**src/rtl/vector_list_reader.sv**
```systemverilog
// Vector display list reader: fetches one frame's words from synchronous memory
// and emits MOVE/LINE commands to the line drawer through a valid/ready handshake.
//
// state  | meaning
// IDLE   | waiting for frame_start
// REQ    | one-cycle read strobe at addr
// WAIT   | counting memory latency, captures mem_data
// DECODE | acts on the captured word
// HOLD   | presenting a command until cmd_ready
module vector_list_reader #(
  parameter int ADDRESSWIDTH = 16,
  parameter int DATAWIDTH    = 18,
  parameter int OUT_WIDTH    = 8,
  parameter int BASE_ADDR    = 0,
  parameter int MEM_LATENCY  = 1
) (
  input  logic                    clk,
  input  logic                    rst_n,
  input  logic                    frame_start,
  output logic                    mem_rd,
  output logic [ADDRESSWIDTH-1:0] mem_addr,
  input  logic [DATAWIDTH-1:0]    mem_data,
  output logic                    cmd_valid,
  input  logic                    cmd_ready,
  output logic                    cmd_draw,
  output logic [OUT_WIDTH-1:0]    cmd_x,
  output logic [OUT_WIDTH-1:0]    cmd_y,
  output logic                    busy,
  output logic                    frame_done,
  output logic                    overflow,
  output logic [ADDRESSWIDTH-1:0] vec_count
);

  typedef enum logic [2:0] {S_IDLE, S_REQ, S_WAIT, S_DECODE, S_HOLD} state_t;

  localparam logic [1:0] OP_MOVE = 2'b00;
  localparam logic [1:0] OP_LINE = 2'b01;
  localparam logic [1:0] OP_END  = 2'b10;
  localparam logic [1:0] OP_NOP  = 2'b11;
  localparam logic [ADDRESSWIDTH-1:0] BASE = ADDRESSWIDTH'(BASE_ADDR);
  localparam logic [1:0] LAT_INIT = 2'(MEM_LATENCY - 1);

  state_t                  state, state_nxt;
  logic [ADDRESSWIDTH-1:0] addr;
  logic [DATAWIDTH-1:0]    word;
  logic [1:0]              lat_cnt;
  logic                    pending;
  logic [1:0]              opcode;
  logic                    at_last;

  logic load_frame, addr_inc, lat_load, word_load, cmd_load, vec_inc, set_ovf, finish;

  assign opcode    = word[DATAWIDTH-1 -: 2];
  assign at_last   = (addr == '1);
  assign cmd_valid = (state == S_HOLD);
  assign busy      = (state != S_IDLE);
  assign mem_addr  = (state == S_REQ) ? addr : '0;

  always_ff @(posedge clk or negedge rst_n) begin
    if (!rst_n) state <= S_IDLE;
    else        state <= state_nxt;
  end

  always_comb begin
    state_nxt  = state;
    mem_rd     = 1'b0;
    frame_done = 1'b0;
    load_frame = 1'b0;
    addr_inc   = 1'b0;
    lat_load   = 1'b0;
    word_load  = 1'b0;
    cmd_load   = 1'b0;
    vec_inc    = 1'b0;
    set_ovf    = 1'b0;
    finish     = 1'b0;
    case (state)
      S_IDLE: begin
        if (frame_start) begin
          load_frame = 1'b1;
          state_nxt  = S_REQ;
        end
      end
      S_REQ: begin
        mem_rd    = 1'b1;
        lat_load  = 1'b1;
        state_nxt = S_WAIT;
      end
      S_WAIT: begin
        if (lat_cnt == 2'd0) begin
          word_load = 1'b1;
          state_nxt = S_DECODE;
        end
      end
      S_DECODE: begin
        case (opcode)
          OP_END: finish = 1'b1;
          OP_NOP: begin
            if (at_last) begin
              set_ovf = 1'b1;
              finish  = 1'b1;
            end else begin
              addr_inc  = 1'b1;
              state_nxt = S_REQ;
            end
          end
          default: begin
            cmd_load  = 1'b1;
            state_nxt = S_HOLD;
          end
        endcase
      end
      S_HOLD: begin
        if (cmd_ready) begin
          vec_inc = 1'b1;
          if (at_last) begin
            set_ovf = 1'b1;
            finish  = 1'b1;
          end else begin
            addr_inc  = 1'b1;
            state_nxt = S_REQ;
          end
        end
      end
      default: state_nxt = S_IDLE;
    endcase
    // A start request seen during the frame (or on its last cycle) restarts without idling.
    if (finish) begin
      frame_done = 1'b1;
      if (pending || frame_start) begin
        load_frame = 1'b1;
        state_nxt  = S_REQ;
      end else begin
        state_nxt = S_IDLE;
      end
    end
  end

  always_ff @(posedge clk or negedge rst_n) begin
    if (!rst_n) begin
      addr      <= BASE;
      vec_count <= '0;
      pending   <= 1'b0;
      lat_cnt   <= 2'd0;
      word      <= '0;
      cmd_draw  <= 1'b0;
      cmd_x     <= '0;
      cmd_y     <= '0;
      overflow  <= 1'b0;
    end else begin
      if (load_frame) begin
        addr      <= BASE;
        vec_count <= '0;
        pending   <= 1'b0;
      end else begin
        if (addr_inc) addr <= addr + 1'b1;
        if (vec_inc && (vec_count != '1)) vec_count <= vec_count + 1'b1;
        if (frame_start && (state != S_IDLE)) pending <= 1'b1;
      end
      if (lat_load)
        lat_cnt <= LAT_INIT;
      else if ((state == S_WAIT) && (lat_cnt != 2'd0))
        lat_cnt <= lat_cnt - 1'b1;
      if (word_load) word <= mem_data;
      if (cmd_load) begin
        cmd_draw <= (opcode == OP_LINE);
        cmd_x    <= word[2*OUT_WIDTH-1:OUT_WIDTH];
        cmd_y    <= word[OUT_WIDTH-1:0];
      end
      if (set_ovf) overflow <= 1'b1;
    end
  end

endmodule
```
**config.mk**
```make
export PLATFORM = sky130hd
export DESIGN_NAME = vector_list_reader
export DESIGN_NICKNAME = d
export VERILOG_FILES = /design/src/rtl/vector_list_reader.sv
export SDC_FILE = /design/constraint.sdc
export NUM_CORES = 1
export LEC_CHECK = 0
export ABC_AREA = 1
export ABC_CLOCK_PERIOD_IN_PS = 2100
export CAP_MARGIN = 20
export CORE_MARGIN = 8
export CORE_UTILIZATION = 49
export CTS_CLUSTER_DIAMETER = 80
export DETAILED_ROUTE_END_ITERATION = 7
export PLACE_DENSITY_LB_ADDON = 0.08
export SKIP_CTS_REPAIR_TIMING = 1
export SYNTH_ARGS = -nofsm -noshare
export SYNTH_HDL_FRONTEND = slang
export SYNTH_SLANG_ARGS = --single-unit
```
**constraint.sdc**
```tcl
create_clock -name clk -period 2.1 [get_ports clk]
set_input_delay 0.63 -clock clk [delete_from_list [all_inputs] [get_ports clk]]
set_output_delay 0.63 -clock clk [all_outputs]
set_load 0.02 [all_outputs]
```
Word level (Yosys, flattened, before mapping)
Index checks and enable logic that the tools add are counted.

cells by class
  add/sub/neg operators = 3
  $mul = 0
  div/mod/pow operators = 0
  order comparisons = 0
  equality and inequality tests = 13
  shifts and indexed selects = 0
  muxes and demuxes = 39
  bitwise logic cells = 0
  reductions and logical operators = 14

operator list
  kind                                                              number
  16-bit 2-to-1 mux                                                 5
  16-bit by 1-bit adder with 16-bit output (second input constant)  2
  1-bit 2-to-1 mux                                                  21
  16-bit == test (second input constant)                            1
  16-bit != test (second input constant)                            1
  3-bit 2-to-1 mux                                                  5
  3-bit case mux with 5 select lines                                1
  2-bit nonzero test                                                5
  3-bit != test (second input constant)                             3
  1-bit case mux with 2 select lines                                4
  3-bit by 2-bit == test with 1-bit output (second input constant)  2
  3-bit case mux with 2 select lines                                1
  2-bit == test (second input constant)                             2
  2-bit 2-to-1 mux                                                  2
  4-bit AND reduction                                               1
  3-bit by 1-bit == test with 1-bit output (second input constant)  1
  3-bit == test (second input constant)                             1
  1-bit logical AND                                                 3
  3-bit logical NOT                                                 1
  3-bit by 1-bit != test with 1-bit output (second input constant)  1
  3-bit nonzero test                                                1
  2-bit by 1-bit == test with 1-bit output (second input constant)  1
  2-bit logical NOT                                                 1
  2-bit OR reduction                                                1
  other kinds (2)                                                   2

storage, ports and cells
  register bits after elaboration = 74
  latch bits = 0
  bits in writable memories = 0
  memory bits (read-only) = 0
  bits of input ports = 22
  output and inout bits = 54
  word-level logic and storage cells = 79
  memories = 0

Longest topological paths before layout
Gate-level depths: netlist of run 1.

  word-level depth = 6
  gate-level depth with buffers = 12
  depth with buffers taken out = 11

Worst setup path after synthesis of run 1
OpenSTA, ideal clock, no wires.

  kind = reg2out
  start = register state[2]
  end = output mem_addr[10]
  data arrival time = 1.661 ns
  required time = 1.470 ns
  setup slack = -0.191 ns
  cell stages (with the launch flop) = 7
  path buffers = 1
  cell sequence = dfrtp_1 inv_1 nand2_1 nor2_1 clkinv_1 clkbuf_1 nor2_1

between the ends
  cells in the longest elaborated chain, start to end = 2

ends and longest elaborated chain
  element                                   line  RTL
  from (decl)                               43    state_t state, state_nxt;
  from (signal assigned)                    61    else state <= state_nxt;
  3-bit by 1-bit == test with 1-bit output  57    assign mem_addr = (state == S_REQ) ? addr : '0;
  16-bit 2-to-1 mux                         57
  to (decl)                                 21    output logic [ADDRESSWIDTH-1:0] mem_addr,

No other way between the ends.

Worst setup path in the final report of run 1
  start = input cmd_ready
  end = output frame_done

between the ends
  cells in the longest elaborated chain, start to end = 3

ends and longest elaborated chain
  element                             line  RTL
  from (decl)                         24    input logic cmd_ready,
  1-bit 2-to-1 mux                    113   if (cmd_ready) begin
  1-bit case mux with 2 select lines  76    case (state)
  1-bit 2-to-1 mux                    127   if (finish) begin
  to (decl)                           29    output logic frame_done,

No other way between the ends.

==> impl_metrics.ini, run 1 <==
[cells_and_area]
syn_to_final_growth_pct = 43.6
layout_common_cells = nand2_1, nor2_1, dfrtp_1
multi_input_area_um2 = 1670
antenna_cells = 0
fillers = 604
layout-drive-gt1-share_pct = 22.2
seq_area_um2 = 1850
final_common_cell = nand2_1
nNetsFinal = 637

[synth]
synth_xor_area_share_pct = 2.80
yosys_warnings = 0
synth_compound_area_share_pct = 5.03
yosys.area_share.adder_pct = 0.999
seq_area_frac_synth_pct = 49.3
synth_top_family_by_area = simple AND/OR/NAND/NOR gates
syn_area_um2 = 3760
postSynthAreaPerCell_um2 = 7.89
async_flop_share_pct = 100
synth_simple_gate_area_share_pct = 28.7
synth_area_leaders = dfrtp_1, nand2_1, nor2_1
synthFlopType = dfrtp_1
synth_top_area_share_pct = 49.3
syn_nets = 501
synth_mux_area_share_pct = 4.80
yosysUniqueCellTypes = 23
syn_inst = 476
synth_edf_count = 0
ys_ff_latch = 74
yosysTopAreaCell = dfrtp_1

[sta]
fmax_mhz = 434
setup_tns_ns = -0.438
rsz0062_at_grt = true
finalMaxSlewViolations = 0
slew_headroom_pct = 68.1
min_period_over_period_pct = 110
timing.final.ws_setup_ns = -0.204
skew_ns = 0.00934
period_needed_ns = 2.30
setup_violations = 10
timing_hold_violations_final = 0
worst_pin_slew_ns = 0.478

[clock_tree]
cts_made_buffers = 9
root_buffer = clkbuf_8
cts_sinks = 74
cts_tree = done
cts_buffer_depth = 2
clk_latency_ns = 0.34
clk_pin_slew_worst_paths_ns = 0.08
h-tree-depth = 3

[job]
drv_cap = 0

[power]
clockPowerShare_pct = 20.8
p_sw_uw = 2090
p_total_uw = 5820
p_int_uw = 3730
seqPwrFrac_pct = 34.9
combinationalPowerShare_pct = 44.3
p_sw_share_pct = 35.9
peakVddDrop_mv = 0.828
p_per_area_nw_per_um2 = 1080
power_leakage_uw = 0.00267

[global_routing]
grt_pass1_vias = 3565
grt_pass1_wl_um = 15500
overflow = 0
grt_max_degree = 40
antenna_found_initial = 0
track_usage_pct = 17.2

[worst_setup_path]
crit_required_ns = 1.47
r2r-end = word[15]
ff2ff_setup_slack_ns = 0.22
reg2reg_from = state[2]
cp_max_fo = 2
critical-path-top-delay-family = buffers and inverters
worstSetupEndpointType = primary output
critPathLaunchType = primary input
critical_path.max_stage_delay_ns = 0.51
worstPathCellList = clkdlybuf4s50_1 > nand3_1 > o21ai_2 > nand3_2 > nand2_2 > buf_6
path_buf_inv = 2
reg2reg_depth = 7
arrival_ns = 1.67
cp_slowest_cell = clkdlybuf4s50_1
critPathLaunch = cmd_ready
critPathKind = in -> out

[floorplan]
num_rows = 32
die_h_um = 104
dieArea_um2 = 10700
initial_core_util_pct = 49.6
core_area_um2 = 7570
pin_count = 76
die_x_um = 104

[detailed_routing]
wire_per_inst_um = 13.0
drt-initial-drc-count = 182
via_per_inst = 4.92
ant_nets = 0
first_pass_iters = 4
drt-total-wl_um = 9350
vias = 3539
drc = 0

[placed_design]
hpwl_um = 6850
portBuffers = 75
place.gp.congestion = 0.870

[outcome]
violations = setup timing
status = finished with violations

[min_path]
min_path_type = in -> async
==> area by class of cell <==
cell class	instances	share of cell area, %
Clock buffer	10	2.37
Clock inverter	6	1.67
Inverter	66	4.59
Multi-Input combinational cell	325	31.0
Sequential cell	74	34.3
Tap cell	102	2.37
Timing Repair Buffer	136	23.7
==> Yosys cell counts, types with 3 or more instances <==
master and instances:
dfrtp_1 74, nand3_1 38, nand2_1 101, mux2_2 16
inv_1 65, o21ai_0 21, clkbuf_1 4, nand4_1 9
ha_1 3, a21oi_1 12, nor2_2 3, nor3_1 7
xor2_1 12, nor2_1 96, buf_2 3
==> worst register-to-register path: stages (launching register included) <==
cell     delay (ns)
dfrtp_1        0.40
buf_4          0.14
or2_2          0.30
buf_4          0.15
nor2_1         0.11
nand2_1        0.18
buf_4          0.22
mux2_2         0.27
==> power groups by stage <==
| stage | Clock, µW | Sequential, µW | Combinational, µW |
|---|---|---|---|
| after floorplan | 0 | 2240 | 1080 |
| after global placement | 0 | 2030 | 2340 |
| after detailed placement | 0 | 2060 | 2400 |
| after CTS | 1250 | 2030 | 2410 |
| after global routing | 1290 | 2090 | 2810 |
| final | 1210 | 2030 | 2580 |
==> how the worst max path moves through the flow <==
stage | slack [ns] | cells past startpoint | end
after floorplan | -0.04 | 6 | mem_addr[10]
after global placement | -0.72 | 6 | frame_done
after detailed placement | -0.74 | 6 | frame_done
after CTS | -0.75 | 6 | frame_done
after global routing | -0.25 | 6 | frame_done
final | -0.20 | 6 | frame_done
==> state kept, by name, summed over array words and instances (netlist names) <==
register   flops
lat_cnt        2
overflow       1
cmd_x          8
cmd_draw       1
vec_count     16
pending        1
addr          16
word          18
cmd_y          8
state          3
==> logic make-up after synthesis <==
group | after synthesis
xor gates and xnor gates | 12
muxes | 16
buffers and inverters | 77
adders and majority gates | 3
AOI/OAI and AO/OA | 36
and+or+nand+nor | 258
DFF | 74
==> through the flow <==
stage,worst slack (ns),instance area (µm²),std cells,hold slack (ns),utilization (%)
2_1_floorplan,-0.0383,3760,476,0.334,-
3_3_place_gp,-0.716,5040,698,0.468,66.6
3_5_place_dp,-0.735,5040,698,0.479,66.6
4_1_cts,-0.747,5260,714,0.250,69.4
5_1_grt,-0.252,5390,719,0.279,71.3
6_report,-0.204,5390,719,0.242,71.3
==> layer usage <==
layer	global-route usage (%)	wire, µm
met2	29.1	4660
met5	0	0
met3	4.77	522
met1	19.8	4030
met4	7.66	137
Power figures use the tool's default switching activity.
==> run 2, diff against run 1 <==
--- a/config.mk
+++ b/config.mk
@@ -9,7 +9,7 @@
 export ABC_CLOCK_PERIOD_IN_PS = 2100
 export CAP_MARGIN = 20
 export CORE_MARGIN = 8
-export CORE_UTILIZATION = 49
+export CORE_UTILIZATION = 25
 export CTS_CLUSTER_DIAMETER = 80
 export DETAILED_ROUTE_END_ITERATION = 7
 export PLACE_DENSITY_LB_ADDON = 0.08
==> impl_metrics.ini, run 2 (same netlist as run 1, synthesis figures left out) <==
[outcome]
status = finished with violations
violations = setup timing

[sta]
slew_headroom_pct = 68.8
fmax_mhz = 453
setup_violations = 18
min_period_over_period_pct = 105
timing_hold_violations_final = 0
finalMaxSlewViolations = 0
period_needed_ns = 2.21
timing.final.ws_setup_ns = -0.107
skew_ns = 0.00727
rsz0062_at_grt = true
worst_pin_slew_ns = 0.466

[placed_design]
placed_cell_area_um2 = 5150
dpl.cell_count = 782
hpwl_um = 7360
portBuffers = 75
place.gp.congestion = 0.810

[cells_and_area]
largest_register = word
antenna_cells = 0
layout_common_cells = nand2_1, nor2_1, dfrtp_1
syn_to_final_growth_pct = 51.6
seq_area_um2 = 1850
biggestRegsByFlops = word (18), addr (16), vec_count (16)
layout-drive-gt1-share_pct = 23.3
multi_input_area_um2 = 1730
fin_cells = 802
final_common_cell = nand2_1
largest_reg_flops = 18
nNetsFinal = 634
postLayoutCoreUtil_pct = 38.2
fillers = 1545
fin_area_um2 = 5690

[clock_tree]
cts_made_buffers = 9
cts_tree = done
clk_pin_slew_worst_paths_ns = 0.06
cts_buffer_depth = 2
h-tree-depth = 3
root_buffer = clkbuf_16
clk_latency_ns = 0.34
cts_sinks = 74

[detailed_routing]
via_per_inst = 4.26
first_pass_iters = 6
ant_nets = 0
wire_per_inst_um = 12.7
drt-total-wl_um = 10200
drc = 0
drt-initial-drc-count = 140
vias = 3416

[global_routing]
grt_max_degree = 75
grt_pass1_vias = 3386
overflow = 0
grt_pass1_wl_um = 16800
track_usage_pct = 10.8
antenna_found_initial = 0

[worst_setup_path]
cpMostUsedCell = nand2_2
arrival_ns = 1.58
ff2ff_setup_slack_ns = 0.19
reg2reg_from = state[2]
crit_required_ns = 1.47
cp_max_fo = 2
path_buf_inv = 2
critical-path-top-delay-family = simple AND/OR/NAND/NOR gates
reg2reg_depth = 7
r2r-end = word[3]
critical_path.max_stage_delay_ns = 0.35
critPathLaunchType = flip-flop
cp_slowest_cell = dfrtp_1
critPathKind = reg -> out
worstSetupEndpointType = primary output
worstPathCellList = ha_2 > inv_1 > nor2_2 > nand2_2 > nor2_4 > nand3_2 > nand2_2 > buf_6

[floorplan]
die_h_um = 139
dieArea_um2 = 19200
num_rows = 45
pin_count = 76
core_area_um2 = 14900
die_x_um = 139
initial_core_util_pct = 25.2

[min_path]
min_path_type = in -> async

[power]
p_total_uw = 6370
combinationalPowerShare_pct = 41.5
clockPowerShare_pct = 26.7
peakVddDrop_mv = 0.672
p_per_area_nw_per_um2 = 1120
p_sw_uw = 2210
seqPwrFrac_pct = 31.8
power_leakage_uw = 0.00274
p_sw_share_pct = 34.8
p_int_uw = 4160

[job]
drv_cap = 0
[run 2: cell types whose count changed in the layout (fill, tap and decap cells not counted), sizes merged]
| cell | change |
|---|---|
| buf | -2 |
| clkinv | +1 |
| clkdlybuf4s50 | -3 |
| inv | -1 |
| clkbuf | +1 |
| dlymetal6s2s | +1 |
[run 2: cell type report]
class                   count  area share (%)
repair buffers            133            22.9
clock inverters             6            1.58
flip-flops and latches     74            32.5
multi-input cells         325            30.4
inverters                  66            4.35
clock buffers              10            4.20
well taps                 188            4.13
[run 2: power groups by stage]
stage	combinational [µW]	sequential, µW	clock [µW]
after floorplan	1080	2240	0
after global placement	2430	2040	0
after detailed placement	2460	2050	0
after CTS	2470	2030	1760
after global routing	2920	2070	1820
final	2640	2030	1700
[run 2: worst register-to-register path: stages (launching register included)]
cell and delay (ns):
dfrtp_1 0.38, buf_4 0.14, or2_2 0.33, buf_4 0.15, nor2_1 0.11, nand2_1 0.19
buf_12 0.22, mux2_2 0.27
[run 2: worst max path at each step]
stage              start      endpoint  slack [ns]  cells past startpoint
2_1_floorplan   state[2]  mem_addr[10]       -0.04                      6
3_3_place_gp   cmd_ready    frame_done       -0.76                      6
3_5_place_dp   cmd_ready    frame_done       -0.76                      6
4_1_cts        cmd_ready    frame_done       -0.77                      6
5_1_grt          addr[1]    frame_done       -0.26                      8
6_report         addr[0]    frame_done       -0.11                      8
[run 2: per-stage QoR]
step	setup slack, ns	hold WS, ns	TNS (ns)
6_report	-0.107	0.306	-1.45
5_1_grt	-0.256	0.344	-3.37
4_1_cts	-0.766	0.322	-10.13
3_5_place_dp	-0.756	0.479	-5.76
3_3_place_gp	-0.761	0.471	-5.68
2_1_floorplan	-0.0383	0.334	-0.383
[run 2: layer usage]
metal  GRT usage (%)  wire length (µm)
met1            13.1              4800
met3            3.90               680
met4            5.15               189
met5               0                 0
met2            16.6              4550
